[config.mk]
export PLATFORM = sky130hd
export DESIGN_NAME = midi_note_parser
export DESIGN_NICKNAME = d
export VERILOG_FILES = /design/src/rtl/midi_note_parser.sv
export SDC_FILE = /design/constraint.sdc
export NUM_CORES = 1
export LEC_CHECK = 0
export ABC_CLOCK_PERIOD_IN_PS = 1900
export CAP_MARGIN = 10
export CORE_UTILIZATION = 44
export DETAILED_ROUTE_END_ITERATION = 7
export MAX_ROUTING_LAYER = met4
export PLACE_DENSITY_LB_ADDON = 0.15
export SLEW_MARGIN = 0
export SYNTH_ARGS = -nofsm -noshare
export SYNTH_HDL_FRONTEND = slang
export SYNTH_SLANG_ARGS = --single-unit
[constraint.sdc]
create_clock -name Clk -period 1.9 [get_ports Clk]
set_clock_uncertainty 0.2 [all_clocks]
set_input_delay 0.57 -clock Clk [delete_from_list [all_inputs] [get_ports Clk]]
set_output_delay 0.57 -clock Clk [all_outputs]
set_load 0.02 [all_outputs]
[src/rtl/midi_note_parser.sv]
// midi_note_parser: MIDI byte parser with running status, note events and a monophonic held-note/gate.
module midi_note_parser #(
  parameter bit         OMNI       = 1'b1,
  parameter logic [3:0] CHANNEL    = 4'd0,
  parameter logic [6:0] RESET_NOTE = 7'd60
) (
  input  logic       Clk,
  input  logic       Reset,
  input  logic [7:0] rx_byte,
  input  logic       rx_valid,
  output logic       event_valid,
  output logic       event_on,
  output logic [6:0] event_note,
  output logic [6:0] event_vel,
  output logic       gate,
  output logic [6:0] held_note,
  output logic [6:0] held_vel,
  output logic       err_pulse
);
  typedef enum logic [1:0] {S_NONE, S_D1, S_D2, S_SYSEX} state_t;
  state_t     state_q, state_d;
  logic [7:0] status_q, status_d;
  logic [6:0] d1_q, d1_d;
  logic       ev_q, ev_d, on_q, on_d, gate_q, gate_d, err_q, err_d;
  logic [6:0] note_q, note_d, vel_q, vel_d, hn_q, hn_d, hv_q, hv_d;
  logic       is_data, is_chan, is_rt, two_byte, chan_ok, hit, note_on;
  assign is_rt    = rx_byte[7:3] == 5'b11111;
  assign is_data  = rx_valid && !rx_byte[7];
  assign is_chan  = rx_valid && rx_byte[7] && rx_byte[7:4] != 4'hF;
  // Cx and Dx carry a single data byte; every other channel status carries two.
  assign two_byte = status_q[6:5] != 2'b10;
  assign chan_ok  = OMNI || status_q[3:0] == CHANNEL;
  assign hit      = is_data && state_q == S_D2 && status_q[7:5] == 3'b100 && chan_ok;
  assign note_on  = status_q[4] && |rx_byte[6:0];
  always_comb begin
    state_d  = state_q;
    status_d = status_q;
    d1_d     = d1_q;
    ev_d     = 1'b0;
    err_d    = 1'b0;
    on_d     = on_q;
    note_d   = note_q;
    vel_d    = vel_q;
    gate_d   = gate_q;
    hn_d     = hn_q;
    hv_d     = hv_q;
    if (is_data) begin
      err_d = state_q == S_NONE;
      if (state_q == S_D1 && two_byte) begin
        d1_d    = rx_byte[6:0];
        state_d = S_D2;
      end
      if (state_q == S_D2) state_d = S_D1;
    end else if (is_chan) begin
      status_d = rx_byte;
      state_d  = S_D1;
    end else if (rx_valid && !is_rt) begin
      status_d = 8'h00;
      state_d  = rx_byte == 8'hF0 ? S_SYSEX : S_NONE;
    end
    if (hit) begin
      ev_d   = 1'b1;
      on_d   = note_on;
      note_d = d1_q;
      vel_d  = rx_byte[6:0];
      if (note_on) begin
        hn_d   = d1_q;
        hv_d   = rx_byte[6:0];
        gate_d = 1'b1;
      end else if (gate_q && d1_q == hn_q) gate_d = 1'b0;
    end
  end
  always_ff @(posedge Clk or posedge Reset) begin
    if (Reset) begin
      state_q  <= S_NONE;
      status_q <= 8'h00;
      d1_q     <= 7'd0;
      ev_q     <= 1'b0;
      on_q     <= 1'b0;
      note_q   <= 7'd0;
      vel_q    <= 7'd0;
      gate_q   <= 1'b0;
      hn_q     <= RESET_NOTE;
      hv_q     <= 7'd0;
      err_q    <= 1'b0;
    end else begin
      state_q  <= state_d;
      status_q <= status_d;
      d1_q     <= d1_d;
      ev_q     <= ev_d;
      on_q     <= on_d;
      note_q   <= note_d;
      vel_q    <= vel_d;
      gate_q   <= gate_d;
      hn_q     <= hn_d;
      hv_q     <= hv_d;
      err_q    <= err_d;
    end
  end
  assign event_valid = ev_q;
  assign event_on    = on_q;
  assign event_note  = note_q;
  assign event_vel   = vel_q;
  assign gate        = gate_q;
  assign held_note   = hn_q;
  assign held_vel    = hv_q;
  assign err_pulse   = err_q;
endmodule

## Yosys cells after proc, flatten, opt, wreduce, memory -nomap -nowiden

Cells that the tools add are included.
W data, S select, Z words.

| cells by class | value |
|---|---|
| muxes and demuxes | 12 |
| bitwise logic cells | 1 |
| reduce and logical (&&, ||, !) cells | 21 |
| equal/unequal tests | 9 |

Operator list:

| kind | number |
|---|---|
| $mux W8 | 2 |
| $mux W2 | 6 |
| $reduce_and A2 Y1 | 5 |
| $logic_and A1 B1 Y1 | 9 |
| $eq A8 B8 Y1 const B | 1 |
| $eq A7 B7 Y1 | 1 |
| $reduce_or A7 Y1 | 1 |
| $eq A5 B5 Y1 const B | 1 |
| $mux W1 | 4 |
| $ne A4 B4 Y1 const B | 1 |
| $reduce_bool A2 Y1 | 2 |
| $eq A3 B3 Y1 const B | 1 |
| $ne A3 B1 Y1 const B | 1 |
| $reduce_bool A3 Y1 | 1 |
| $eq A2 B1 Y1 const B | 1 |
| $eq A2 B2 Y1 const B | 1 |
| $logic_not A1 Y1 | 2 |
| $logic_not A2 Y1 | 1 |
| $ne A2 B2 Y1 const B | 1 |
| $not A1 Y1 | 1 |

| storage, ports and cells | value |
|---|---|
| flip-flop bits (word level) | 49 |
| output and inout bits | 32 |
| word-level logic and storage cells | 54 |

## Longest topological paths before layout

Gate-level depths: netlist of the first run.

| logic depth | value |
|---|---|
| word-level depth | 6 |
| depth in mapped cells | 6 |
| mapped depth without buffers | 5 |

## Least setup slack after synthesis of the first run

OpenSTA, ideal clock, no wires.

| timing | value |
|---|---|
| path kind | in2reg |
| from | input rx_byte[0] |
| to | register hn_q[0] (netlist: held_note[0]) |
| stages on the path | 5 |
| setup time | 0.125 ns |
| data required time | 1.575 ns |
| setup slack | -0.364 ns |
| arrival | 1.939 ns |
| cell sequence | or4_1 -> o41ai_2 -> nor2_2 -> buf_6 -> mux2_4 |

| between the ends | value |
|---|---|
| cells in the longest elaborated chain, start to end | 3 |

Ends and longest elaborated chain:

| item | line | source |
|---|---|---|
| from (decl) | 9 | `input logic [7:0] rx_byte,` |
| $reduce_or A7 Y1 | 34 | `assign note_on = status_q[4] && \|rx_byte[6:0];` |
| $logic_and A1 B1 Y1 | 34 |  |
| $reduce_and A2 Y1 (no line) | n/a |  |
| to (signal assigned) | 95 | `hn_q <= hn_d;` |
| to (decl) | 25 | `logic [6:0] note_q, note_d, vel_q, vel_d, hn_q, hn_d, hv_q, hv_d;` |

Every way passes these cells.
A chain may end at the register's enable or synchronous reset.

## Worst setup path after layout of the first run

| timing | value |
|---|---|
| from | input rx_byte[1] |
| to | register hn_q[6] (netlist: held_note[6]) |

Same word-level chain as after synthesis.

==> reports/summary.txt, run 1 <==
Status: finished with violations
Violated checks: negative setup slack
Fin util: 69.5%
Achievable Freq: 480 MHz
Min Tclk post-route: 2.08 ns
Synth Instances: 157
Max-slew headroom: 81.0%
Cell row count: 23
Post-synthesis async set-or-reset flop share: 100%
Post-synth EDFFs: 0
Die ar.: 0.00453 mm2
Clock latency on the worst-skew pair: 0.30 ns
Startpoint Class: input pin
CTS tree: built
Mapped Nets: 168
WP data arrival: 2.07 ns
First-pass GRT wire length: 7.73 mm
Worst-path maximum fanout: 3
DR WL met2: 2.49 mm
Post-DP HPWL: 3.03 mm
Initial core utilization: 46.3%
Placed Area: 0.00257 mm2
CTS Hold Bufs: 0
Unrepaired setup endpoints after global routing: true
Slew Limit Fails: 0
Static leakage: 1.53 nW
Yosys cell types: 29
Sequential fraction of the synthesis area: 60.2%
Tcrit/Tclk final: 110%
1st-iter DRT viols: 45
Data required, critical path: 1.88 ns
Die width: 67.3 um
Reg2reg start: state_q[0]
Critical path startpoint: rx_byte[1]
Dominant synthesized flop cell: dfrtp_1
Hold Fails Final Rpt: 0
Number of max-cap violations: 0
Worst-path clk slew: 0.08 ns
Met3 WL: 170 um
Final Net Count: 248
N_diodes: 0
Gr usage total: 24.8%
Fin area: 0.00282 mm2
Final critical-path setup slack: -0.182 ns
Clk root buf: clkbuf_8
Post-route ant nets: 0
Synth warn: 0
Area delta synth->final: 50.2%
Total grt overflow: 0
Vias in the first global route: 1,560
Core area: 0.00406 mm2
Via count: 1,481
DRT met1 WL: 2.09 mm
Highest routed layer: met4
Port bufs: 42
Tightest Pin Transition: 0.284 ns
Final setup violation count: 17
Ports: 43
CTS Buffer Depth: 2
Share of cells above drive strength 1: 37.4%
Flop2flop setup slack: 0.04 ns
Worst VDD drop: 627 uV
DR vias/cell: 5.14
Commonest non-fill, non-tap cell in the layout: nand2_1
WS Path Type: in -> reg
Pwr/cell area: 1240 mW/mm2
Pin count of the biggest net entering global routing: 46
CP Capture Type: flop
Min-Delay Path Class: reg -> reg
Power Total: 3.50 mW
Initial antenna violation count: 0
CTS Buf Count: 5
Reg2reg end: held_vel[0]
Critical path endpoint: held_note[6]
DRC: 0
Mapped Area: 0.00188 mm2
DR pass1 iterations: 4
Die height: 67.3 um
R2r worst-path depth: 4
CTS sink cnt: 45
CTS H-tree depth: 2
Seq cells post-synth: 45
RD Place Congestion: 0.861
Avg WL per Cell: 16.8 um
Synthesized area per cell: 12.0 um2
Wirelength, routed: 4.85 mm
Most frequent cells in the layout: nand2_1 (45), dfrtp_1 (41), dlygate4sd2_1 (32), buf_4 (27), mux2_2 (12)
[Yosys cell counts, drive strengths merged, types with 2 or more instances]
master | instances | area share, %
a21o | 3 | 1.2
a22o | 3 | 1.4
clkbuf | 3 | 0.60
dfrtp | 41 | 55
dfstp | 4 | 5.6
inv | 3 | 0.60
mux2 | 22 | 14
nand2 | 45 | 9.0
nand2b | 2 | 0.67
nand3 | 4 | 1.1
nor2 | 3 | 0.73
nor3 | 2 | 0.53
o21ai | 2 | 0.53
xor2 | 7 | 3.3
[worst min path at each step]
stage	from	to	slack, ns	cells after the start
3_3_place_gp	event_note[2]	event_note[2]	0.26	2
4_1_cts	event_note[5]	event_note[5]	0.28	2
2_1_floorplan	status_q[7]	status_q[7]	0.25	1
5_1_grt	event_note[5]	event_note[5]	0.30	2
6_report	event_note[6]	event_note[6]	0.27	2
3_5_place_dp	event_note[6]	event_note[6]	0.26	2
[power by group]
part           switching (mW)  internal (mW)  leakage [nW]
Clock                   0.331          0.522        0.0681
Combinational           0.610          0.564         0.881
Sequential              0.209           1.27         0.579
[layout make-up]
class | count | area (um2)
clock buffers | 5 | 68.8
clock inverters | 3 | 65.1
fillers | 310 | 1240
inverters | 4 | 18.8
multi-input cells | 105 | 796
flip-flops and latches | 45 | 1130
well taps | 50 | 62.6
repair buffers | 76 | 678
[per-stage QoR]
stage	setup TNS [ns]	hold WS, ns	cells	setup slack [ns]
4_1_cts	-3.08	0.277	288	-0.238
3_3_place_gp	-27.20	0.256	272	-0.929
3_5_place_dp	-30.56	0.263	272	-1.05
6_report	-2.28	0.269	288	-0.182
5_1_grt	-3.13	0.299	288	-0.203
2_1_floorplan	-3.46	0.249	157	-0.323
[cells by family (layout without fill, tap and decap cells)]
family,count (synthesis),after routing,synth area share (%)
AO/OA/AOI/OAI,13,13,5.66
flip-flops,45,45,60.2
multiplexers,22,22,14.2
XOR/XNOR,7,7,3.26
buffers and inverters,8,88,2.00
AND/OR/NAND/NOR,62,63,14.7
[repair_timing]
action | 4_1_cts | 5_1_grt
cloned | 1 | 0
resized for setup | 79 | 5
setup buffers | 7 | 0
endpoints found under the setup margin | 72 | 32
pin swaps | 7 | 3
[worst max-delay path, cell delays in order]
cell and delay [ns]:
buf_6 0.09, or4_4 0.55, o41ai_4 0.21, buf_4 0.18, nor2_4 0.05, buf_6 0.13, mux2_4 0.29
[metal layers]
metal  GRT usage, %  vias to the layer above
li1               -                      689
met1           29.9                      745
met2           39.9                       37
met3           5.74                       10
met4           10.1                        0
met5              -                        -
[flip-flops by register name, summed over array words and instances, names as in the netlist]
signal / flops
d1_q: 7
event_note: 7
event_vel: 7
held_note: 7
held_vel: 7
status_q: 4
state_q: 2
err_pulse: 1
event_on: 1
event_valid: 1
gate: 1
(Power assumes the default switching activity.)
==> run 2, diff against run 1 <==
MAX_ROUTING_LAYER = unset   (was met4)
SKIP_CTS_REPAIR_TIMING = 1   (was unset)
==> reports/summary.txt, run 2 (same netlist as run 1, synthesis figures left out) <==
Status: finished with violations (unchanged)
Violated checks: negative setup slack (unchanged)
Setup_tns: -3.17 ns (was -2.28 ns)
RD Place Congestion: 0.847 (was 0.861)
Tightest Pin Transition: 0.356 ns (was 0.284 ns)
Power Total: 3.60 mW (was 3.50 mW)
Via count: 1,469 (was 1,481)
Placed Instances: 272 (unchanged)
First-pass GRT wire length: 7.29 mm (was 7.73 mm)
CTS tree: built (unchanged)
Avg WL per Cell: 16.3 um (was 16.8 um)
Gr usage total: 22.5% (was 24.8%)
Logic pwr share: 35.2% (was 33.5%)
Final setup violation count: 15 (was 17)
Number of max-cap violations: 0 (unchanged)
DR pass1 iterations: 4 (unchanged)
Die ar.: 0.00453 mm2 (unchanged)
Cell row count: 23 (unchanged)
Pre-CTS setup slack: -1.05 ns (unchanged)
CTS sink cnt: 45 (unchanged)
Worst VDD drop: 638 uV (was 627 uV)
Post-DP HPWL: 3.03 mm (unchanged)
Final non-filler cell total: 286 (was 288)
Wirelength, routed: 4.67 mm (was 4.85 mm)
Core area: 0.00406 mm2 (unchanged)
Fin util: 71.6% (was 69.5%)
Ports: 43 (unchanged)
Net Sw Frac: 31.9% (was 32.8%)
Area delta synth->final: 54.7% (was 50.2%)
Share of cells above drive strength 1: 33.5% (was 37.4%)
CP Capture Type: flop (unchanged)
Sequential Power Share: 41.0% (was 42.1%)
Total grt overflow: 0 (unchanged)
Vias in the first global route: 1,527 (was 1,560)
Initial core utilization: 46.3% (unchanged)
Worst path cell trace: buf_6 > or4_4 > o41ai_4 > buf_4 > buf_6 > nor2_4 > mux2_4 (was buf_6 > or4_4 > o41ai_4 > buf_4 > nor2_4 > buf_6 > mux2_4)
Fin area: 0.00291 mm2 (was 0.00282 mm2)
Final critical-path setup slack: -0.280 ns (was -0.182 ns)
Startpoint Class: input pin (unchanged)
Die width: 67.3 um (unchanged)
Slew Limit Fails: 0 (unchanged)
Most frequent cells in the layout: nand2_1 (45), dfrtp_1 (41), dlymetal6s2s_1 (38), buf_4 (27), mux2_2 (13) (was nand2_1 (45), dfrtp_1 (41), dlygate4sd2_1 (32), buf_4 (27), mux2_2 (12))
CTS Buf Count: 5 (unchanged)
Pwr/cell area: 1240 mW/mm2 (about the same)
Achievable Freq: 459 MHz (was 480 MHz)
Power share of the clock group: 23.8% (was 24.4%)
Die height: 67.3 um (unchanged)
WS Path Type: in -> reg (unchanged)
Pin count of the biggest net entering global routing: 46 (unchanged)
Tcrit/Tclk final: 115% (was 110%)
DRC: 0 (unchanged)
CTS H-tree depth: 2 (unchanged)
Final Net Count: 246 (was 248)
Max-slew headroom: 76.2% (was 81.0%)
Placed Area: 0.00257 mm2 (unchanged)
Pint: 2.45 mW (was 2.35 mW)
Most frequent CP cell: buf_6 (unchanged)
DR vias/cell: 5.14 (about the same)
Port bufs: 42 (unchanged)
CP max stage delay: 0.56 ns (was 0.55 ns)
Post-route ant nets: 0 (unchanged)
Hold Fails Final Rpt: 0 (unchanged)
WP data arrival: 2.17 ns (was 2.07 ns)
CTS Buffer Depth: 2 (unchanged)
Static leakage: 1.97 nW (was 1.53 nW)
Min Hold Slack: 0.273 ns (was 0.269 ns)
Min Tclk post-route: 2.18 ns (was 2.08 ns)
Data required, critical path: 1.89 ns (was 1.88 ns)
Min-Delay Path Class: reg -> reg (unchanged)
Initial antenna violation count: 0 (unchanged)
Clk root buf: clkbuf_8 (unchanged)
P_sw: 1.15 mW (about the same)
Slowest cell on the critical path: or4_4 (unchanged)
Worst-path maximum fanout: 7 (was 3)
1st-iter DRT viols: 31 (was 45)
Commonest non-fill, non-tap cell in the layout: nand2_1 (unchanged)
N_diodes: 0 (unchanged)
Unrepaired setup endpoints after global routing: true (unchanged)
Clock latency on the worst-skew pair: 0.30 ns (about the same)
Worst-path clk slew: 0.08 ns (about the same)
## run 2: changes by cell type in the layout (fill, tap and decap cells not counted), sizes merged
| cell | delta |
|---|---|
| dlymetal6s2s | +38 |
| clkdlybuf4s15 | -6 |
| clkinv | +1 |
| clkbuf | +2 |
| dlygate4sd2 | -32 |
| buf | -4 |
| clkinvlp | -1 |
## run 2: worst max-delay path, delay by kind of cell
kind,cells,cell delay (ns)
multiplexers,1,0.30
AND/OR/NAND/NOR,2,0.62
AO/OA/AOI/OAI,1,0.29
buffers and inverters,3,0.39
## run 2: power groups by stage
stage / combinational [mW] / clock [mW] / sequential (mW)
2_1_floorplan: 0.390 / 0 / 1.73
3_3_place_gp: 1.24 / 0 / 1.48
3_5_place_dp: 1.26 / 0 / 1.50
4_1_cts: 1.27 / 0.866 / 1.48
5_1_grt: 1.36 / 0.907 / 1.52
6_report: 1.26 / 0.855 / 1.48
## run 2: cell type report
cell class	instances	area, um2
fill	286	1150
multi-input combinational	105	779
inverter	4	15.0
clock buffer	5	68.8
timing repair buffer	74	783
sequential	45	1130
tap	50	62.6
clock inverter	3	65.1
## run 2: final timing paths
kind	startpoint	cells past startpoint	to	slack, ns
max	rx_byte[0]	7	held_vel[0]	-0.28
min reg2reg	event_note[6]	2	event_note[6]	0.27
min in group asynchronous	Reset	3	err_pulse	0.43
max reg2reg	state_q[0]	4	held_vel[2]	-0.02
max in group asynchronous	Reset	3	held_note[5]	0.81
min	event_note[6]	2	event_note[6]	0.27
## run 2: per-layer routing
| metal | track usage, % | share of wire (%) |
|---|---|---|
| met5 | 0 | 0 |
| met4 | 10.9 | 2.4 |
| met3 | 6.08 | 4.7 |
| met2 | 36.3 | 49 |
| met1 | 27.9 | 44 |
==> run 3, diff against run 2 <==
--- a/config.mk
+++ b/config.mk
@@ -7,4 +7,4 @@
 export LEC_CHECK = 0
-export ABC_CLOCK_PERIOD_IN_PS = 1900
 export CAP_MARGIN = 10
+export CORE_MARGIN = 10
 export CORE_UTILIZATION = 44
==> constraint.sdc (replaced) <==
create_clock -name Clk -period 1.9 [get_ports Clk]
set_clock_uncertainty 0.2 [all_clocks]
set_input_delay 0.38 -clock Clk [delete_from_list [all_inputs] [get_ports Clk]]
set_output_delay 0.38 -clock Clk [all_outputs]
set_load 0.02 [all_outputs]
==> reports/summary.txt, run 3 (same netlist as run 1, synthesis figures left out) <==
Achievable Freq: 500 MHz (was 459 MHz)
Final Net Count: 241 (was 246)
Status: finished with violations (unchanged)
Static leakage: 1.56 nW (was 1.97 nW)
Cell row count: 23 (unchanged)
Number of max-cap violations: 0 (unchanged)
Wirelength, routed: 4.63 mm (was 4.67 mm)
Avg WL per Cell: 16.5 um (was 16.3 um)
Initial core utilization: 46.3% (unchanged)
Die width: 85.3 um (was 67.3 um)
Final critical-path setup slack: -0.101 ns (was -0.280 ns)
# fillers: 297 (was 286)
Gr usage total: 12.7% (was 22.5%)
Slew Limit Fails: 0 (unchanged)
Worst-path maximum fanout: 8 (was 7)
Unrepaired setup endpoints after global routing: true (unchanged)
Clock latency on the worst-skew pair: 0.30 ns (about the same)
CP Capture Type: flop (unchanged)
CTS sink cnt: 45 (unchanged)
Clk root buf: clkbuf_8 (unchanged)
N_diodes: 0 (unchanged)
Die height: 85.3 um (was 67.3 um)
RD Place Congestion: 0.823 (was 0.847)
Post-route ant nets: 0 (unchanged)
Commonest non-fill, non-tap cell in the layout: nand2_1 (unchanged)
Startpoint Class: input pin (unchanged)
First-pass GRT wire length: 7.54 mm (was 7.29 mm)
DRC: 0 (unchanged)
Worst-path clk slew: 0.07 ns (was 0.08 ns)
Placed Area: 0.00256 mm2 (was 0.00257 mm2)
Worst VDD drop: 608 uV (was 638 uV)
Min-Delay Path Class: in -> reg (was reg -> reg)
Tcrit/Tclk final: 105% (was 115%)
Min Hold Slack: 0.0890 ns (was 0.273 ns)
Share of cells above drive strength 1: 30.7% (was 33.5%)
Area delta synth->final: 48.0% (was 54.7%)
Reg2reg start: state_q[0] (unchanged)
Hold path startpoint: rx_byte[0] (was event_note[6])
Pin count of the biggest net entering global routing: 19 (was 46)
Final setup violation count: 8 (was 15)
Die ar.: 0.00728 mm2 (was 0.00453 mm2)
Register area: 0.00113 mm2 (unchanged)
Most frequent cells in the layout: nand2_1 (45), dfrtp_1 (41), clkdlybuf4s50_1 (23), buf_4 (22), dlymetal6s2s_1 (16) (was nand2_1 (45), dfrtp_1 (41), dlymetal6s2s_1 (38), buf_4 (27), mux2_2 (13))
Initial antenna violation count: 0 (unchanged)
Total grt overflow: 0 (unchanged)
Min Tclk post-route: 2.00 ns (was 2.18 ns)
Ports: 43 (unchanged)
1st-iter DRT viols: 72 (was 31)
Pwr/cell area: 1200 mW/mm2 (was 1240 mW/mm2)
Port bufs: 42 (unchanged)
CTS H-tree depth: 2 (unchanged)
Fin area: 0.00278 mm2 (was 0.00291 mm2)
DR vias/cell: 4.99 (was 5.14)
Power Total: 3.34 mW (was 3.60 mW)
CTS Buffer Depth: 2 (unchanged)
Critical path startpoint: rx_byte[0] (unchanged)
Multi-input gate area: 773 um2 (was 779 um2)
Tightest Pin Transition: 0.335 ns (was 0.356 ns)
Via count: 1,403 (was 1,469)
WS Path Type: in -> reg (unchanged)
Post-DP HPWL: 3.33 mm (was 3.03 mm)
Data required, critical path: 1.88 ns (was 1.89 ns)
Hold Fails Final Rpt: 0 (unchanged)
WP data arrival: 1.98 ns (was 2.17 ns)
Violated checks: negative setup slack (unchanged)
CTS tree: built (unchanged)
CTS Buf Count: 5 (unchanged)
Core area: 0.00406 mm2 (unchanged)
Max-slew headroom: 77.6% (was 76.2%)
Vias in the first global route: 1,475 (was 1,527)
DR pass1 iterations: 5 (was 4)
[run 3: changes by cell type in the layout (fill, tap and decap cells not counted), sizes merged]
cell / change
clkbuf: +3
clkinv: -1
buf: -5
clkdlybuf4s50: +22
bufinv: -2
dlymetal6s2s: -22
[run 3: final timing paths]
check	end	slack [ns]	cells after the start
min in group asynchronous	held_note[1]	0.16	2
max in group asynchronous	event_vel[0]	0.93	3
max	held_vel[3]	-0.10	7
max reg2reg	held_note[3]	0.10	4
min reg2reg	event_note[5]	0.28	2
min	event_vel[0]	0.09	3
[run 3: cell type report]
class | instances | area share [%]
Multi-Input combinational cell | 105 | 27.8
Timing Repair Buffer | 69 | 25.4
Inverter | 4 | 0.540
Tap cell | 50 | 2.25
Clock buffer | 8 | 3.24
Sequential cell | 45 | 40.7
[run 3: power breakdown]
part	total (mW)	internal, mW	switching, mW
Combinational	1.25	0.659	0.588
Clock	0.601	0.297	0.304
Sequential	1.49	1.27	0.221
[run 3: through the flow]
stage / util [%] / setup WS [ns] / instances / setup TNS, ns
2_1_floorplan: - / -0.139 / 157 / -1.03
3_3_place_gp: 63.2 / -0.609 / 269 / -18.40
3_5_place_dp: 63.2 / -0.673 / 269 / -19.31
4_1_cts: 65.4 / -0.346 / 277 / -7.27
5_1_grt: 68.5 / -0.133 / 281 / -0.971
6_report: 68.5 / -0.101 / 281 / -0.691
[run 3: critical path, stage by stage]
cell,delay [ns]
buf_8,0.10
or4_4,0.55
o41ai_4,0.28
buf_4,0.19
nor2_4,0.05
buf_12,0.14
mux2_4,0.29
[run 3: layer usage]
metal	global-route usage [%]	share of wire, %	up-vias
met5	0	0	-
met4	4.34	1.6	0
met3	6.02	7.1	9
met2	19.0	48	33
met1	15.7	44	689
li1	-	-	672
